===== src/rtl/rob_pkg.sv =====
`default_nettype none
// ============================================================================
// Module      : rob_pkg
// Description : Shared types for the R-channel reorder path (order entries,
//               ordering FSM states, default sizing).
// Revision    : 1.0 - initial release
// ============================================================================
package rob_pkg;

    localparam int ID_WIDTH = 4;
    localparam int NUM_UIDS = 16;

    typedef struct packed {
        logic [ID_WIDTH-1:0] uid;
        logic [ID_WIDTH-1:0] orig_id;
    } order_entry_t;

    typedef enum logic [1:0] {
        IDLE   = 2'd0,
        WAIT   = 2'd1,
        STREAM = 2'd2
    } ord_state_e;

endpackage
`default_nettype wire


===== src/rtl/rob_order_fifo.sv =====
`default_nettype none
// ============================================================================
// Module      : rob_order_fifo
// Description : Synchronous FIFO of packed order entries with full/empty/count.
//               DEPTH must be a power of two and at least 2.
// Revision    : 1.0 - initial release
// ============================================================================
module rob_order_fifo #(
    parameter int WIDTH = 8,
    parameter int DEPTH = 16
) (
    input  logic                       clk,
    input  logic                       rst_n,
    input  logic                       i_push,
    input  logic [WIDTH-1:0]           i_push_data,
    input  logic                       i_pop,
    output logic [WIDTH-1:0]           o_head,
    output logic                       o_full,
    output logic                       o_empty,
    output logic [$clog2(DEPTH):0]     o_count
);
    import rob_pkg::*;

    localparam int c_AW = $clog2(DEPTH);

    logic [c_AW:0]      r_wptr;
    logic [c_AW:0]      r_rptr;
    logic [WIDTH-1:0]   r_mem [DEPTH];
    logic               w_push;
    logic               w_pop;

    // Extra pointer MSB distinguishes full from empty when the indices match.
    assign o_full  = (r_wptr[c_AW] != r_rptr[c_AW]) &&
                     (r_wptr[c_AW-1:0] == r_rptr[c_AW-1:0]);
    assign o_empty = (r_wptr == r_rptr);
    assign o_count = r_wptr - r_rptr;
    assign o_head  = r_mem[r_rptr[c_AW-1:0]];

    assign w_push  = i_push & ~o_full;
    assign w_pop   = i_pop & ~o_empty;

    always_ff @(posedge clk) begin
        if (!rst_n) begin
            r_wptr <= '0;
            r_rptr <= '0;
        end else begin
            if (w_push) r_wptr <= r_wptr + 1'b1;
            if (w_pop)  r_rptr <= r_rptr + 1'b1;
        end
    end

    always_ff @(posedge clk) begin
        if (w_push) r_mem[r_wptr[c_AW-1:0]] <= i_push_data;
    end

endmodule
`default_nettype wire


===== src/rtl/r_ordering_unit.sv =====
`default_nettype none
// ============================================================================
// Module      : r_ordering_unit
// Description : Releases buffered R bursts in AR-issue order, restoring the
//               master's original ID and returning each UID after its last beat.
// Revision    : 1.0 - initial release
// ============================================================================
module r_ordering_unit #(
    parameter int NUM_UIDS   = rob_pkg::NUM_UIDS,
    parameter int MAX_BEATS  = 8,
    parameter int ID_WIDTH   = rob_pkg::ID_WIDTH,
    parameter int DATA_WIDTH = 64,
    parameter int RESP_WIDTH = 2
) (
    input  logic                    clk,
    input  logic                    rst_n,
    input  logic                    alloc_valid,
    output logic                    alloc_ready,
    input  logic [ID_WIDTH-1:0]     alloc_uid,
    input  logic [ID_WIDTH-1:0]     alloc_orig_id,
    output logic [ID_WIDTH-1:0]     uid_to_free,
    input  logic                    rm_in_valid,
    output logic                    rm_in_ready,
    input  logic [ID_WIDTH-1:0]     rm_in_id,
    input  logic [DATA_WIDTH-1:0]   rm_in_data,
    input  logic [RESP_WIDTH-1:0]   rm_in_resp,
    input  logic                    rm_in_last,
    output logic                    r_release_valid,
    input  logic                    r_release_ready,
    output logic [ID_WIDTH-1:0]     r_release_id,
    output logic [DATA_WIDTH-1:0]   r_release_data,
    output logic [RESP_WIDTH-1:0]   r_release_resp,
    output logic                    r_release_last,
    output logic                    uid_rel_valid,
    output logic [ID_WIDTH-1:0]     uid_rel,
    output logic                    err_overflow
);
    import rob_pkg::*;

    localparam int c_AW   = $clog2(NUM_UIDS);
    localparam int c_BC_W = $clog2(MAX_BEATS + 1) + 1;
    localparam logic [c_BC_W-1:0] c_MAX_BEATS = c_BC_W'(MAX_BEATS);

    order_entry_t       w_push_entry;
    order_entry_t       w_head;
    logic               w_full;
    logic               w_empty;
    logic [c_AW:0]      w_count;
    logic [c_AW:0]      w_count_after;
    logic               w_push;
    logic               w_xfer;
    logic               w_pop;
    logic               w_unused_id;

    ord_state_e         r_state;
    ord_state_e         w_state_nxt;
    logic [c_BC_W-1:0]  r_beat_cnt;
    logic               r_err;
    logic               r_uid_rel_valid;
    logic [ID_WIDTH-1:0] r_uid_rel;

    // The incoming beat ID is always replaced by the head entry's orig_id.
    assign w_unused_id   = ^rm_in_id;

    assign w_push_entry  = '{uid: alloc_uid, orig_id: alloc_orig_id};
    assign w_push        = alloc_valid & alloc_ready;
    assign w_xfer        = r_release_valid & r_release_ready;
    assign w_pop         = w_xfer & rm_in_last;

    rob_order_fifo #(
        .WIDTH (ID_WIDTH * 2),
        .DEPTH (NUM_UIDS)
    ) u_order_fifo (
        .clk         (clk),
        .rst_n       (rst_n),
        .i_push      (w_push),
        .i_push_data (w_push_entry),
        .i_pop       (w_pop),
        .o_head      (w_head),
        .o_full      (w_full),
        .o_empty     (w_empty),
        .o_count     (w_count)
    );

    assign alloc_ready     = ~w_full;
    assign uid_to_free     = w_empty ? '0 : w_head.uid;
    assign r_release_valid = ~w_empty & rm_in_valid;
    assign rm_in_ready     = ~w_empty & r_release_ready;
    assign r_release_id    = w_empty ? '0 : w_head.orig_id;
    assign r_release_data  = w_empty ? '0 : rm_in_data;
    assign r_release_resp  = w_empty ? '0 : rm_in_resp;
    assign r_release_last  = ~w_empty & rm_in_last;

    assign uid_rel_valid   = r_uid_rel_valid;
    assign uid_rel         = r_uid_rel;
    assign err_overflow    = r_err;

    // Pop implies count >= 1, so this cannot underflow.
    assign w_count_after   = w_count - (c_AW+1)'(w_pop) + (c_AW+1)'(w_push);

    always_ff @(posedge clk) begin
        if (!rst_n) r_state <= IDLE;
        else        r_state <= w_state_nxt;
    end

    always_comb begin
        w_state_nxt = r_state;
        case (r_state)
            IDLE:    if (w_push) w_state_nxt = WAIT;
            WAIT: begin
                if (w_pop)       w_state_nxt = (w_count_after == '0) ? IDLE : WAIT;
                else if (w_xfer) w_state_nxt = STREAM;
            end
            STREAM:  if (w_pop) w_state_nxt = (w_count_after == '0) ? IDLE : WAIT;
            default: w_state_nxt = IDLE;
        endcase
    end

    always_ff @(posedge clk) begin
        if (!rst_n) begin
            r_beat_cnt      <= '0;
            r_err           <= 1'b0;
            r_uid_rel_valid <= 1'b0;
            r_uid_rel       <= '0;
        end else begin
            r_uid_rel_valid <= w_pop;
            if (w_pop) r_uid_rel <= w_head.uid;
            if (w_xfer) begin
                if (r_beat_cnt == c_MAX_BEATS) r_err <= 1'b1;
                // Saturate so a runaway burst cannot wrap back into range.
                if (rm_in_last)                     r_beat_cnt <= '0;
                else if (r_beat_cnt <= c_MAX_BEATS) r_beat_cnt <= r_beat_cnt + 1'b1;
            end
        end
    end

endmodule
`default_nettype wire

===== config.mk =====
export PLATFORM = sky130hd
export DESIGN_NAME = r_ordering_unit
export DESIGN_NICKNAME = d
export VERILOG_FILES = /design/src/rtl/rob_pkg.sv /design/src/rtl/rob_order_fifo.sv /design/src/rtl/r_ordering_unit.sv
export SDC_FILE = /design/constraint.sdc
export NUM_CORES = 1
export LEC_CHECK = 0
export ABC_AREA = 0
export BUFFER_PORTS_ARGS = -buffer_cell sky130_fd_sc_hd__buf_2
export CORE_MARGIN = 5
export CORE_UTILIZATION = 30
export DETAILED_ROUTE_END_ITERATION = 8
export HOLD_SLACK_MARGIN = 0.15
export PLACE_DENSITY = 0.58
export SYNTH_ARGS = -nofsm -noshare
export SYNTH_HDL_FRONTEND = slang
export SYNTH_HIERARCHICAL = 1
export SYNTH_SLANG_ARGS = --single-unit

===== constraint.sdc =====
create_clock -name clk -period 6.4 [get_ports clk]
set_input_delay 0.96 -clock clk [delete_from_list [all_inputs] [get_ports clk]]
set_output_delay 0.96 -clock clk [all_outputs]
set_load 0.01 [all_outputs]

# Yosys cells after proc, flatten, opt, wreduce, memory -nomap -nowiden
# Memories as Yosys holds them, arrays and structs flattened. A register that Yosys moved wholly into a read port is not among the register bits.
# Index checks and enable logic that the tools add are counted.
# W data, S select, Z words.
word_totals:
  regBits: 21
  ramBits: 128
  in_bits: 84
  output_inout_bits: 84
  wordCells: 39
  mem_count: 1
mem_list:
  columns: ["name", "depth", "width", "rd", "rd_ports_with_merged_regs", "write_ports", "line", "source"]
  rows:
  - ["u_order_fifo.r_mem", 16, 8, 1, 1, 1, "rob_order_fifo.sv:28", "logic [WIDTH-1:0] r_mem [DEPTH];"]
classes:
  n_addsub: 3
  magnitude_cmp: 1
  n_eq_ne: 4
  mux: 10
  bitwise: 10
  reduce_logical: 4
ops:
  columns: ["operator", "count"]
  rows:
  - ["$mux W64", 1]
  - ["$mux W4", 4]
  - ["$add A5 B1 Y5 const B", 3]
  - ["$mux W5", 2]
  - ["$and A1 B1 Y1", 8]
  - ["$eq A5 B4 Y1 const B", 1]
  - ["$eq A5 B5 Y1", 1]
  - ["$le A5 B4 Y1 const B", 1]
  - ["$eq A4 B4 Y1", 1]
  - ["$reduce_and A2 Y1", 2]
  - ["$mux W1", 2]
  - ["$mux W2", 1]
  - ["$not A1 Y1", 2]
  - ["$reduce_bool A2 Y1", 1]
  - ["$logic_and A1 B1 Y1", 1]
  - ["$ne A1 B1 Y1", 1]

# Longest topological paths before layout
logic_depth:
  word_depth: 8
  ltp_mapped: 11
  ltp_nobuf: 11

# By module
# The synthesis kept the hierarchy.
by_module_without_submodules:
  columns: ["mod", "n_inst", "cells_each", "area_each_um2", "seq_area_each_um2"]
  rows:
  - ["rob_order_fifo", 1, 304, 5691.7, 4124.0]
  - ["r_ordering_unit", 1, 143, 999.7, 220.2]

# Least setup slack after synthesis
# OpenSTA, ideal clock, no wires.
synth_path:
  kind: "register to register"
  from: "register u_order_fifo.r_wptr[0]"
  to: "register u_order_fifo.r_wptr[4]"
  setup_ns: 0.115
  arrival_time_ns: 2.727
  required_ns: 6.285
  slack_ns: 3.558
  stages_incl_launch_ff: 11
  path_buffers: 0
  period_less_slack_ns: 2.842
  path_cell_list: "dfxtp_1 > inv_1 > ha_1 > and4_1 > nand2_1 > inv_1 > nor2b_1 > nand2_1 > a211oi_1 > xor2_1 > and2_1"
synth_via:
  elab_chain_cells: 5
  word_cells_on_any_way: 6
  classes_between: "add/sub (1); eq/ne (1); bitwise (3); reduce/logical (1)"
synth_lines:
  columns: ["element", "line", "source"]
  rows:
  - ["start, declared", "rob_order_fifo.sv:26", "logic [c_AW:0] r_wptr;"]
  - ["start signal, assigned", "rob_order_fifo.sv:47", "if (w_push) r_wptr <= r_wptr + 1'b1;"]
  - ["$eq A4 B4 Y1", "rob_order_fifo.sv:34", "(r_wptr[c_AW-1:0] == r_rptr[c_AW-1:0]);"]
  - ["$logic_and A1 B1 Y1", "rob_order_fifo.sv:33", "assign o_full = (r_wptr[c_AW] != r_rptr[c_AW]) &&"]
  - ["via w_full", "r_ordering_unit.sv:46", "logic w_full;"]
  - ["$not A1 Y1", "r_ordering_unit.sv:85", "assign alloc_ready = ~w_full;"]
  - ["$and A1 B1 Y1", "r_ordering_unit.sv:66", "assign w_push = alloc_valid & alloc_ready;"]
  - ["via w_push", "r_ordering_unit.sv:50", "logic w_push;"]
  - ["$and A1 B1 Y1", "rob_order_fifo.sv:39", "assign w_push = i_push & ~o_full;"]
# The timed path passes the listed nets, and every way through them passes these cells.
# A chain may end at the register's enable or synchronous reset.

# Worst setup path in the final report
layout_path:
  from: "register u_order_fifo.r_wptr[0]"
  to: "output rm_in_ready"
layout_via:
  elab_chain_cells: 3
layout_lines:
  columns: ["element", "line", "source"]
  rows:
  - ["$eq A5 B5 Y1", "rob_order_fifo.sv:35", "assign o_empty = (r_wptr == r_rptr);"]
  - ["via w_empty", "r_ordering_unit.sv:47", "logic w_empty;"]
  - ["$not A1 Y1", "r_ordering_unit.sv:88", "assign rm_in_ready = ~w_empty & r_release_ready;"]
  - ["$and A1 B1 Y1", "r_ordering_unit.sv:88", null]
  - ["end, declared", "r_ordering_unit.sv:23", "output logic rm_in_ready,"]
# The timed path passes the listed nets, and every way through them passes these cells.

==> summary.md <==
| Metric | Value |
|---|---|
| Post-Syn Area per Cell | 15.1 um2 |
| Post-route design area | 8310 um2 |
| DR WL/cell | 18.1 um |
| Row count | 54 |
| Diodes inserted | 0 |
| Die width | 158 um |
| Port Buffers | 163 |
| Final hold viol count | 0 |
| Critical path capture point type | output port |
| Crit-path max FO | 45 |
| Pleak | 0.00308 uW |
| Logic pwr share | 10.2% |
| Post-Syn Nets | 532 |
| Share of cells above drive strength 1 | 38.7% |
| Core Util, Final | between 30% and 40% |
| Startpoint Class | flip-flop |
| GRT Residual Overflow | 0 |
| Mapped Area | about 6600 um2 |
| Fin nets | 695 |
| Clock share of power | 42.4% |
| Worst-path clk slew | 60 ps |
| Least-Margin Pin Slew | about 1400 ps |
| Vias in the first global route | 4,182 |
| Fmax | 250 MHz |
| R2r startpoint | u_order_fifo/r_wptr[0] |
| Post-DP Area | just under 8000 um2 |
| FF-to-FF End | u_order_fifo/r_rptr[4] |
| Clock Latency Late Sink | 410 ps |
| Tot GR Track Use | 12.5% |
| Max H-tree Level | 4 |
| Met3 Routed Length | 1.21 mm |
| Die Area | 25,100 um2 |
| R2R Setup Slk | ~2700 ps |
| Power density cells | between 200 and 300 nW/um2 |
| Worst hold path class | reg2reg |
| Via density | 4.67 |
| Post-route ant nets | 0 |
| Fill cell count | 2,014 |
| Setup Buffers After CTS | 0 |
| Slew Viols, Final | 0 |
| VDD IR max | 0.158 mV |
| DRT met1 WL | roughly 6.4 mm |
| Period minus WS final | roughly 4000 ps |
| Post-DP HPWL | 11.8 mm |
| Critical path endpoint | rm_in_ready |
| Internal power | about 1800 uW |
| Setup Viol. Count Final | 0 |
| Die height | 158 um |
| Initial antenna violation count | 0 |
| First-pass GRT wire length | 23.2 mm |
| CTS buffer count | 17 |
| Sw Ratio | 22.3% |
| Clk root buf | clkbuf_16 |
| RSZ-0062 raised after global routing | no |
| Initial Util | 30.4% |
| Highest routed layer | met4 |
| # hold bufs at CTS | 0 |
| Tcrit/Tclk final | 62.5% |
| CTS Sinks | 153 |
| Routed WL | 16.2 mm |
| CTS max path bufs | 2 |
| Hold Path Cell Cnt | 2 |
| Met2 WL | about 8.4 mm |
| Rel. slew slack | 5.22% |
| Reg2reg path depth | 12 |
| Sum of negative setup slack | 0 ps |
| Net Sw Power | 516 uW |
| Status | finished clean |
| Syn-to-layout area delta | 25.6% |
| WP data arrival | 3040 ps |
| Syn. warnings | 6 |
| PostCTS Resize Cnt | 0 |
| Cells after Synth | 437 |
| Routed via count | 4,171 |
| Worst path required time | 5440 ps |
| Iteration-0 DRC Markers | 274 |
| Core Area | 21,800 um2 |
| Routability cong. | 0.754 |
| Largest net degree at the start of global routing | 46 |
| Max_cap viols | 0 |
| Clock skew | 7.06 ps |
| # DRC | 0 |
| DR pass1 iterations | 4 |
| CTS tree | built |
| Setup CP Type | reg2out |
| Flop pwr share | 47.5% |
| Setup crit start | u_order_fifo/r_wptr[0] |
| Num ports | 168 |
==> worst max-delay path, stage by stage, from the launching register on <==
cell and delay, ps:
dfxtp_1 420, inv_1 120, ha_1 310, nand4_1 250
nor2_4 630, buf_4 490, and2b_1 240, buf_2 140
==> stage by stage <==
step                      worst slack [ps]  cells  hold WS [ps]  total power (uW)
after floorplan                       3580    437           454              1240
after global placement                2850    861           446              1350
after detailed placement              2690    861           445              1360
after CTS                             2350    893           453              2340
after global routing                  2220    893           467              2400
final                                 2400    893           451              2310
==> power by group through the flow <==
stage,logic [uW],clock network [uW],registers (uW)
after floorplan,124,0,1120
after global placement,236,0,1120
after detailed placement,242,0,1120
after CTS,242,999,1100
after global routing,260,1050,1100
final,236,979,1100
==> cell type report <==
type                            count  area (um2)  share of cell area (%)
Inverter                           13        48.8                   0.587
Timing Repair Buffer              166         838                    10.1
Clock buffer                       19         433                    5.21
Clock inverter                     13         153                    1.84
Sequential cell                   153        4350                    52.3
Tap cell                          280         350                    4.22
Multi-Input combinational cell    249        2140                    25.7
==> state kept, by name (all words and copies together) (netlist names), named ones only <==
register,flops
u_order_fifo/r_mem,128
uid_rel,4
r_beat_cnt,5
u_order_fifo/r_wptr,5
u_order_fifo/r_rptr,5
uid_rel_valid,1
err_overflow,1
==> placed cells by master (no fill, tap or decap), types with 7 or more instances in the layout <==
| master | instances |
|---|---|
| nor2_1 | 17 |
| buf_2 | 163 |
| nand2_1 | 22 |
| a22oi_1 | 16 |
| inv_1 | 12 |
| edfxtp_1 | 128 |
| ha_1 | 11 |
| nor2b_1 | 80 |
| dfxtp_1 | 23 |
| mux4_2 | 32 |
| nand3_1 | 11 |
| and2_1 | 9 |
| a21oi_1 | 7 |
| clkbuf_16 | 17 |
==> per-layer routing <==
layer	vias to the layer above	GRT usage, %
met5	-	0
met3	12	2.69
met4	0	3.53
li1	1950	-
met1	2058	14.8
met2	151	23.0
==> worst min path at each step <==
stage / from / endpoint
finish: uid_rel[0] / uid_rel[0]
global route: uid_rel[0] / uid_rel[0]
CTS: uid_rel[0] / uid_rel[0]
detailed placement: uid_rel[0] / uid_rel[0]
global placement: uid_rel[0] / uid_rel[0]
floorplan: r_beat_cnt[4] / r_beat_cnt[4]
Power figures use the tool's default switching activity.
